### config.mk
export PLATFORM = sky130hd
export DESIGN_NAME = ysyx_24080006_wbu_q
export DESIGN_NICKNAME = d
export VERILOG_FILES = /design/src/rtl/ysyx_24080006_pkg.sv /design/src/rtl/ysyx_24080006_ld_fmt.sv /design/src/rtl/ysyx_24080006_wbu_q.sv
export SDC_FILE = /design/constraint.sdc
export NUM_CORES = 1
export LEC_CHECK = 0
export ABC_AREA = 1
export CORE_ASPECT_RATIO = 0.8
export CORE_MARGIN = 8
export CORE_UTILIZATION = 40
export DETAILED_ROUTE_END_ITERATION = 6
export GPL_ROUTABILITY_DRIVEN = 0
export HOLD_SLACK_MARGIN = 0.06
export PLACE_DENSITY = 0.73
export REMOVE_ABC_BUFFERS = 1
export SLEW_MARGIN = 20
export SYNTH_ARGS = -nofsm -noshare
export SYNTH_HDL_FRONTEND = slang
export SYNTH_SLANG_ARGS = --single-unit
### constraint.sdc
create_clock -name clock -period 3.7 [get_ports clock]
set_input_delay 0.925 -clock clock [delete_from_list [all_inputs] [get_ports clock]]
set_output_delay 0.925 -clock clock [all_outputs]
set_load 0.02 [all_outputs]
### src/rtl/ysyx_24080006_pkg.sv
// rtl/ysyx_24080006_pkg.sv - shared writeback-unit constants, load formats and entry layout
package ysyx_24080006_pkg;

   // Bit positions inside the one-hot wb_sel vector
   localparam int WB_ALU = 0;
   localparam int WB_MEM = 1;
   localparam int WB_CSR = 2;
   localparam int WB_PC4 = 3;

   // Load funct3 encodings
   typedef enum logic [2:0] {
      LB  = 3'b000,
      LH  = 3'b001,
      LW  = 3'b010,
      LBU = 3'b100,
      LHU = 3'b101
   } ld_fmt_e;

   // Completion entry layout for the default RV32E configuration
   localparam int WB_XLEN   = 32;
   localparam int WB_REG_AW = 4;

   typedef struct packed {
      logic [WB_XLEN-1:0]   data;
      logic [WB_REG_AW-1:0] rd;
      logic                 we;
   } wb_entry_t;

   // Isolate the lowest set bit so a malformed select still picks one source
   function automatic logic [3:0] wb_sel_lowest(input logic [3:0] sel);
      return sel & (~sel + 4'd1);
   endfunction

endpackage

### src/rtl/ysyx_24080006_ld_fmt.sv
// rtl/ysyx_24080006_ld_fmt.sv - load lane extraction and sign/zero extension
module ysyx_24080006_ld_fmt
   import ysyx_24080006_pkg::*;
#(
   parameter int XLEN = 32
) (
   input  logic [XLEN-1:0] mem_rdata,
   input  logic [1:0]      addr_lo,
   input  logic [2:0]      ld_fmt,
   output logic [XLEN-1:0] ld_data
);

   logic [7:0]  byte_v;
   logic [15:0] half_v;

   // Pick the addressed byte/half lane, then extend according to funct3
   always_comb begin
      byte_v  = 8'h00;
      half_v  = 16'h0000;
      ld_data = mem_rdata;
      case (addr_lo)
         2'd0:    byte_v = mem_rdata[7:0];
         2'd1:    byte_v = mem_rdata[15:8];
         2'd2:    byte_v = mem_rdata[23:16];
         default: byte_v = mem_rdata[31:24];
      endcase
      // A misaligned half simply uses the half lane selected by addr_lo[1]
      half_v = addr_lo[1] ? mem_rdata[31:16] : mem_rdata[15:0];
      case (ld_fmt)
         LB:      ld_data = {{(XLEN-8){byte_v[7]}}, byte_v};
         LH:      ld_data = {{(XLEN-16){half_v[15]}}, half_v};
         LBU:     ld_data = {{(XLEN-8){1'b0}}, byte_v};
         LHU:     ld_data = {{(XLEN-16){1'b0}}, half_v};
         default: ld_data = mem_rdata;
      endcase
   end

endmodule

### src/rtl/ysyx_24080006_wbu_q.sv
// rtl/ysyx_24080006_wbu_q.sv - writeback unit with in-order completion queue (option: YSYX_24080006_WBU_BYPASS_EN)
module ysyx_24080006_wbu_q
   import ysyx_24080006_pkg::*;
#(
   parameter int XLEN   = 32,
   parameter int REG_AW = 4,
   parameter int DEPTH  = 2
) (
   input  logic              clock,
   input  logic              reset,
   input  logic              lsu_valid,
   output logic              lsu_ready,
   input  logic [XLEN-1:0]   alu_result,
   input  logic [XLEN-1:0]   mem_rdata,
   input  logic [XLEN-1:0]   csr_rdata,
   input  logic [XLEN-1:0]   pc,
   input  logic [3:0]        wb_sel,
   input  logic [2:0]        ld_fmt,
   input  logic [1:0]        addr_lo,
   input  logic [REG_AW-1:0] rd,
   output logic              ifu_valid,
   input  logic              ifu_ready,
   output logic [XLEN-1:0]   rd_data,
   output logic [REG_AW-1:0] rd_addr,
   output logic              rd_we
);

   localparam int AW = $clog2(DEPTH);

   typedef struct packed {
      logic [XLEN-1:0]   data;
      logic [REG_AW-1:0] rd;
      logic              we;
   } q_entry_t;

   q_entry_t        q_mem [DEPTH];
   logic [AW-1:0]   head_ptr;
   logic [AW-1:0]   tail_ptr;
   logic [AW:0]     cnt;
   logic            q_empty;
   logic            q_full;
   logic            bypass;
   logic            retire;
   logic            push;
   logic            pop;
   logic [3:0]      sel;
   logic [XLEN-1:0] ld_data;
   q_entry_t        in_entry;
   q_entry_t        head_entry;

   ysyx_24080006_ld_fmt #(.XLEN(XLEN)) u_ld_fmt (
      .mem_rdata (mem_rdata),
      .addr_lo   (addr_lo),
      .ld_fmt    (ld_fmt),
      .ld_data   (ld_data)
   );

   // Format the incoming instruction's writeback entry at enqueue time
   always_comb begin
      sel           = wb_sel_lowest(wb_sel);
      in_entry.data = '0;
      if (sel[WB_ALU])      in_entry.data = alu_result;
      else if (sel[WB_MEM]) in_entry.data = ld_data;
      else if (sel[WB_CSR]) in_entry.data = csr_rdata;
      else if (sel[WB_PC4]) in_entry.data = pc + XLEN'(4);
      in_entry.rd = rd;
      in_entry.we = (wb_sel != 4'd0) && (rd != '0);
   end

   assign q_empty = (cnt == '0);
   assign q_full  = (cnt == (AW+1)'(DEPTH));

`ifdef YSYX_24080006_WBU_BYPASS_EN
   assign bypass = q_empty && lsu_valid;
`else
   assign bypass = 1'b0;
`endif

   // With an empty queue the only possible head is the bypassed instruction
   assign head_entry = q_empty ? in_entry : q_mem[head_ptr];
   assign ifu_valid  = !reset && (!q_empty || bypass);
   assign retire     = ifu_valid && ifu_ready;
   assign lsu_ready  = !reset && (!q_full || retire);
   assign push       = lsu_valid && lsu_ready && !(bypass && retire);
   assign pop        = retire && !q_empty;

   // Queue pointers and occupancy; reset drops every buffered entry
   always_ff @(posedge clock) begin
      if (reset) begin
         head_ptr <= '0;
         tail_ptr <= '0;
         cnt      <= '0;
      end else begin
         if (push) tail_ptr <= tail_ptr + AW'(1);
         if (pop)  head_ptr <= head_ptr + AW'(1);
         cnt <= cnt + (AW+1)'(push) - (AW+1)'(pop);
      end
   end

   // Entry storage needs no reset: occupancy alone decides what is valid
   always_ff @(posedge clock) begin
      if (push) q_mem[tail_ptr] <= in_entry;
   end

   // Register-file write port: one registered write per retired instruction
   always_ff @(posedge clock) begin
      if (reset || !retire) begin
         rd_we   <= 1'b0;
         rd_data <= '0;
         rd_addr <= '0;
      end else begin
         rd_we   <= head_entry.we;
         rd_data <= head_entry.data;
         rd_addr <= head_entry.rd;
      end
   end

   // A non-one-hot source select on an accepted instruction is illegal
   always_ff @(posedge clock) begin
      if (!reset && lsu_valid && lsu_ready) assert ($onehot0(wb_sel));
   end

endmodule

After elaboration in Yosys (flattened, before gate mapping)
Memory sizes are Yosys's and may differ from the RTL's. A register that Yosys moved wholly into a read port is not among the register bits.
Index checks and enable logic that the tools add are counted.

storage, ports and cells
  register bits after elaboration = 4
  bits in writable memories = 74
  memories kept = 1
  output and inout bits = 39
  input port bits = 145
  logic and storage cells = 44

operators by class
  equality and inequality tests = 6
  bitwise gates (word level) = 2
  reduce and logical (&&, ||, !) cells = 17
  add/subtract/negate cells = 6
  mux-type cells = 9

memories
  name   words  width  read ports  clocked after Yosys merged registers in  write ports  RTL line                   RTL
  q_mem  2      37     1           1                                        1            ysyx_24080006_wbu_q.sv:36  q_entry_t q_mem [DEPTH];

operators with widths
  kind                     number
  $mux W32                 4
  $pmux W32 S4             1
  $add A32 B3 Y32 const B  1
  $pmux W8 S3              1
  $mux W16                 1
  $reduce_bool A4 Y1       2
  $eq A3 B3 Y1 const B     2
  $logic_and A1 B1 Y1      6
  $add A4 B1 Y4 const B    1
  $and A4 B4 Y4            1
  $eq A2 B2 Y1 const B     2
  $logic_not A1 Y1         4
  $logic_not A2 Y1         2
  $not A4 Y4               1
  $eq A3 B1 Y1 const B     1
  $logic_not A3 Y1         1
  $add A1 B1 Y1 const B    2
  $add A2 B1 Y2            1
  $eq A2 B1 Y1 const B     1
  $logic_or A1 B1 Y1       2
  $mux W1                  2
  $sub A2 B1 Y2            1

Logic depth before layout (Yosys ltp)
  depth after elaboration = 9
  depth in mapped cells = 11
  mapped depth without buffers = 11

Cells and area by module
Synthesis repeated with hierarchy kept, for this count alone.

second synthesis, totals
  cell total of the unflattened synthesis = 798
  area total of the unflattened synthesis = 6333.6 um^2

modules (own cells, without submodules)
  module                sequential area each (um^2)  area an instance (um^2)  cells an instance  times used
  ysyx_24080006_wbu_q   3042.9                       5475.3                   635                1
  ysyx_24080006_ld_fmt  0.0                          858.3                    163                1

Worst setup path before layout
OpenSTA, ideal clock, no wires.

  path type = input -> register
  from = in reset
  to = mem q_mem[0][0] (netlist name), enable pin
  setup time = 431 ps
  cell stages on the path = 5
  slack = 319 ps
  data required time = 3269 ps
  arrival time = 2949 ps
  cell sequence = inv_1 o21ai_0 inv_1 nand2_1 nor2_1

on the way
  longest elaborated chain between the ends = 8

RTL lines
  element                            RTL line                    RTL
  start, declared                    ysyx_24080006_wbu_q.sv:10   input logic reset,
  $logic_not A1 Y1 (*)               -
  $logic_and A1 B1 Y1                ysyx_24080006_wbu_q.sv:81   assign ifu_valid = !reset && (!q_empty || bypass);
  $logic_and A1 B1 Y1                ysyx_24080006_wbu_q.sv:82   assign retire = ifu_valid && ifu_ready;
  $logic_or A1 B1 Y1                 ysyx_24080006_wbu_q.sv:83   assign lsu_ready = !reset && (!q_full || retire);
  $logic_and A1 B1 Y1 (*)            ysyx_24080006_wbu_q.sv:83
  via lsu_ready                      ysyx_24080006_wbu_q.sv:12   output logic lsu_ready,
  $logic_and A1 B1 Y1 (*)            ysyx_24080006_wbu_q.sv:84   assign push = lsu_valid && lsu_ready && !(bypass && retire);
  $mux W1 (*)                        ysyx_24080006_wbu_q.sv:102  if (push) q_mem[tail_ptr] <= in_entry;
  $mux W1 (not written as such) (*)  ysyx_24080006_wbu_q.sv:102
  end, declared                      ysyx_24080006_wbu_q.sv:36

The timed path passes the listed nets; every way through them passes the cells marked *.

Final worst setup path
  from = in reset
  to = out lsu_ready

on the way
  longest elaborated chain between the ends = 5

RTL lines
  element                  RTL line
  $logic_not A1 Y1 (*)     -
  $logic_and A1 B1 Y1      ysyx_24080006_wbu_q.sv:81
  $logic_and A1 B1 Y1      ysyx_24080006_wbu_q.sv:82
  $logic_or A1 B1 Y1       ysyx_24080006_wbu_q.sv:83
  $logic_and A1 B1 Y1 (*)  ysyx_24080006_wbu_q.sv:83
  end, declared            ysyx_24080006_wbu_q.sv:12

Every way passes the cells marked *; elsewhere a longest branch is shown, timed or not.

==> impl_results.rst <==
.. list-table::
   :header-rows: 1

   * - Metric
     - Value
   * - Number of buffers inserted during clock tree synthesis
     - 17
   * - Via count of the first global-routing pass
     - 5,966
   * - Transition time at the pin with the least slew margin
     - 0.717 ns
   * - Sequential standard cell area
     - 3040 um2
   * - Top post-synthesis cells by count
     - sky130_fd_sc_hd__nand2_1 (261), sky130_fd_sc_hd__edfxtp_1 (74), sky130_fd_sc_hd__nor2_1 (67)
   * - Number of nets still failing antenna checks after routing
     - 0
   * - Clock tree from TritonCTS
     - yes
   * - Combinational family with the most area after synthesis
     - simple AND/OR/NAND/NOR gates
   * - Die footprint
     - 19,300 um2
   * - Total cell area at the placement stage
     - 8060 um2
   * - Initial standard-cell utilization of the core
     - 0.405
   * - Synthesized area
     - approximately 6000 um2
   * - Clock Pin Slew Worst Setup and Hold Paths
     - 0.06 ns
   * - Sequential-to-total area share from yosys stat
     - 0.503
   * - Type of element launching the critical path
     - primary input
   * - Worst clock skew on the final layout
     - about 0.014 ns
   * - Area growth syn-to-layout
     - 42.6%
   * - Fraction of layout cells with a size suffix above 1
     - 0.0743
   * - Row cnt
     - 40
   * - Number of H-tree levels
     - 4
   * - Via count
     - 6,020
   * - Most used standard cell by instance count after synthesis
     - sky130_fd_sc_hd__nand2_1
   * - Setup repair after global routing missed its margin
     - no
   * - Overall fraction of global-route tracks in use
     - 0.213
   * - Total Routed Length
     - 20,800 um
   * - Clock Latency Late Sink
     - between 0.4 and 0.5 ns
   * - Maximum VDD drop
     - 0.259 mV
   * - Switching power share of the total
     - 0.264
   * - Max transition margin
     - 0.521
   * - Number of distinct library cells after synthesis
     - about 40
   * - Hold buffers post-CTS
     - 0
   * - Overall overflow remaining after global route
     - 0
   * - Synthesized flop and latch total
     - 115
   * - PwrDens
     - 415 nW/um2
   * - Core footprint
     - around 15,000 um2
   * - TritonCTS sink count
     - 115
   * - Width of the die
     - roughly 150 um
   * - Total Negative Setup Slacks
     - 0 ns
   * - Flip-flop cell with the highest count after synthesis
     - sky130_fd_sc_hd__edfxtp_1
   * - Reported max-cap violation count
     - 0
   * - Xor/xnor share of the synthesized area
     - 0.00435
   * - First-pass GRT wire length
     - 32,000 um
   * - Simple-gate share of the synthesized area
     - 0.304
   * - Proportion of power drawn by flip-flops and latches
     - 0.407
   * - Share of synthesized area spent on multiplexers
     - 0
   * - Arithmetic-cell share of the synthesized area counting full adders, half adders and majority gates
     - 0.00621
   * - Layout Cell Area excl Fill
     - roughly 8600 um2
   * - Post-layout min period
     - 3.16 ns
   * - Number of warning messages in the yosys log
     - 0
   * - Number of antenna violations at the first check in global routing
     - 0
   * - Library cell with the largest summed area after synthesis
     - sky130_fd_sc_hd__edfxtp_1
   * - Average wire per standard cell
     - 18.2 um
   * - Setup Fix Bufs, Post-CTS
     - 0
   * - Async set-or-reset flop fraction in the synthesized netlist
     - 0
   * - Maximum number of pins on one net before global-route repair
     - 40
   * - Reported leakage power
     - 3.40 nW
   * - Multi-input gate area
     - 2640 um2
   * - Leading cell types by total area after synthesis
     - sky130_fd_sc_hd__edfxtp_1 (37%), sky130_fd_sc_hd__nand2_1 (16%), sky130_fd_sc_hd__dfxtp_1 (14%), sky130_fd_sc_hd__a21oi_1 (5.4%), sky130_fd_sc_hd__nand3_1 (4.3%)
   * - Max frequency
     - approximately 320 MHz
   * - Critical Path Fanout Max
     - 4
   * - Final Cycle Share
     - 0.853
   * - Kind of end point of the critical path
     - primary output
   * - Count of inserted antenna diode cells
     - 0
   * - Core occupancy in the finished layout
     - 0.578
   * - Bufs on Longest Clock Path
     - 2
   * - Combinational cell fraction of total power
     - 0.162
   * - DRC Markers
     - 0
   * - Post-CTS Resized
     - 0
   * - Count of final max-slew check failures
     - 0
   * - Power Total
     - 3.58 mW
   * - Net count of the finished layout
     - 1,090
   * - Y dimension of the die
     - roughly 130 um
   * - Data arrival time of the critical path
     - 2.23 ns
   * - Syn Inst Count
     - around 760
   * - Number of buffers inserted by port buffering
     - around 180
   * - Fillcell total
     - approximately 1,400
   * - Internal power
     - 2.63 mW
   * - Synth Area in Compound Gates
     - 0.119
   * - Final count of hold timing violations
     - 0
   * - Avg Cell Area, Syn
     - roughly 7.9 um2
   * - Path type of the worst min-delay path
     - reg -> reg
   * - Number of enable-type register cells in the synthesized netlist
     - 74
   * - Share of Yosys cell area claimed by the top area cell type
     - 0.368
   * - Worst endpoint required time
     - 2.77 ns
   * - Number of top-level design ports
     - roughly 180
   * - DR pass1 iterations
     - 5
   * - Outcome
     - finished clean
   * - Final setup violation count
     - 0
   * - Clock power frac
     - 0.431
   * - Via-per-instance ratio
     - 5.26
   * - DR iter-0 viols
     - 568
   * - Clk Tree Root Cell
     - sky130_fd_sc_hd__clkbuf_16
   * - Net switching power
     - roughly 950 uW
   * - Worst Path Class, Setup
     - in -> out
   * - HPWL after detailed placement
     - 15,500 um
## critical path, cell delays in order
cell,delay (ns)
sky130_fd_sc_hd__clkdlybuf4s50_1,0.44
sky130_fd_sc_hd__inv_1,0.11
sky130_fd_sc_hd__o21ai_0,0.08
sky130_fd_sc_hd__inv_1,0.07
sky130_fd_sc_hd__clkdlybuf4s50_1,0.60
## cells in the final DEF, fill, tap and decap left out, types with 2 or more instances in the layout
master                            synthesis  final
sky130_fd_sc_hd__buf_4                    3      8
sky130_fd_sc_hd__clkinvlp_4               0      3
sky130_fd_sc_hd__dfxtp_1                 41     41
sky130_fd_sc_hd__nand3b_1                 8      8
sky130_fd_sc_hd__o21ai_0                 35     35
sky130_fd_sc_hd__inv_1                   49     49
sky130_fd_sc_hd__clkinv_4                 0      4
sky130_fd_sc_hd__o221ai_1                 2      2
sky130_fd_sc_hd__nand3_1                 52     52
sky130_fd_sc_hd__clkdlybuf4s50_1          0    183
sky130_fd_sc_hd__or2_2                    2      2
sky130_fd_sc_hd__inv_2                    7      7
sky130_fd_sc_hd__nor2_4                   2      4
sky130_fd_sc_hd__edfxtp_1                74     74
sky130_fd_sc_hd__nor2_2                   6      6
sky130_fd_sc_hd__nor2_1                  67     65
sky130_fd_sc_hd__nand4_1                 16     16
sky130_fd_sc_hd__a21o_1                   2      2
sky130_fd_sc_hd__a22o_1                  13     13
sky130_fd_sc_hd__nand2_1                261    261
sky130_fd_sc_hd__a21oi_1                 65     65
sky130_fd_sc_hd__nand3_2                  3      3
sky130_fd_sc_hd__o21a_1                   2      2
sky130_fd_sc_hd__clkinv_2                 0      4
sky130_fd_sc_hd__ha_1                     3      3
sky130_fd_sc_hd__buf_12                   0      2
sky130_fd_sc_hd__nand2_2                  3      3
sky130_fd_sc_hd__o211ai_1                 2      2
sky130_fd_sc_hd__xnor2_1                  2      2
sky130_fd_sc_hd__clkbuf_16                0     17
sky130_fd_sc_hd__inv_6                    0      3
## layer usage
metal / part of all wire / GRT usage / vias up / routed length (um)
met1: 0.45 / 0.288 / 2754 / 9280
met2: 0.43 / 0.323 / 322 / 9020
met4: 0.019 / 0.0650 / 0 / 386
met3: 0.10 / 0.0639 / 32 / 2140
met5: 0 / 0 / - / 0
li1: - / - / 2912 / -
## power by group through the flow
stage | logic [mW] | clock network, mW | registers [mW]
2_1_floorplan | 0.216 | 0 | 1.51
3_3_place_gp | 0.566 | 0 | 1.48
3_5_place_dp | 0.572 | 0 | 1.48
4_1_cts | 0.576 | 1.56 | 1.46
5_1_grt | 0.630 | 1.62 | 1.46
6_report | 0.580 | 1.54 | 1.46
## registers in the layout, summed over array words and instances (netlist names)
register,cells
cnt,2
head_ptr,1
q_mem,74
rd_addr,4
rd_data,32
rd_we,1
tail_ptr,1
## logic make-up (layout without fill, tap and decap cells)
family          count (synthesis)  in the layout
compound gates                127            127
xor+xnor                        3              3
fa+ha+maj                       3              3
buf+inv                        88            281
flops                         115            115
simple gates                  426            426
## metrics by stage
stage / std cells / worst slack [ns] / hold WS (ns)
3_5_place_dp: 1112 / 0.541 / 0.479
6_report: 1144 / 0.542 / 0.483
5_1_grt: 1144 / 0.427 / 0.511
3_3_place_gp: 1112 / 0.556 / 0.461
4_1_cts: 1144 / 0.537 / 0.486
2_1_floorplan: 730 / 0.319 / 0.444
## worst paths after layout
check        depth (start not counted)  slack, ns     endpoint      from
max                                  5       0.54    lsu_ready     reset
min                                  1       0.48       cnt[1]    cnt[1]
max reg2reg                          5       1.80  rd_data[28]  head_ptr
min reg2reg                          1       0.48       cnt[1]    cnt[1]
## final cells by class
class,count,area share
timing repair buffer,193,0.224
clock inverter,15,0.0155
tap,189,0.0274
clock buffer,17,0.0493
sequential,115,0.353
multi-input combinational,559,0.306
inverter,56,0.0244
Note: power is estimated with default switching activity, not from simulation.
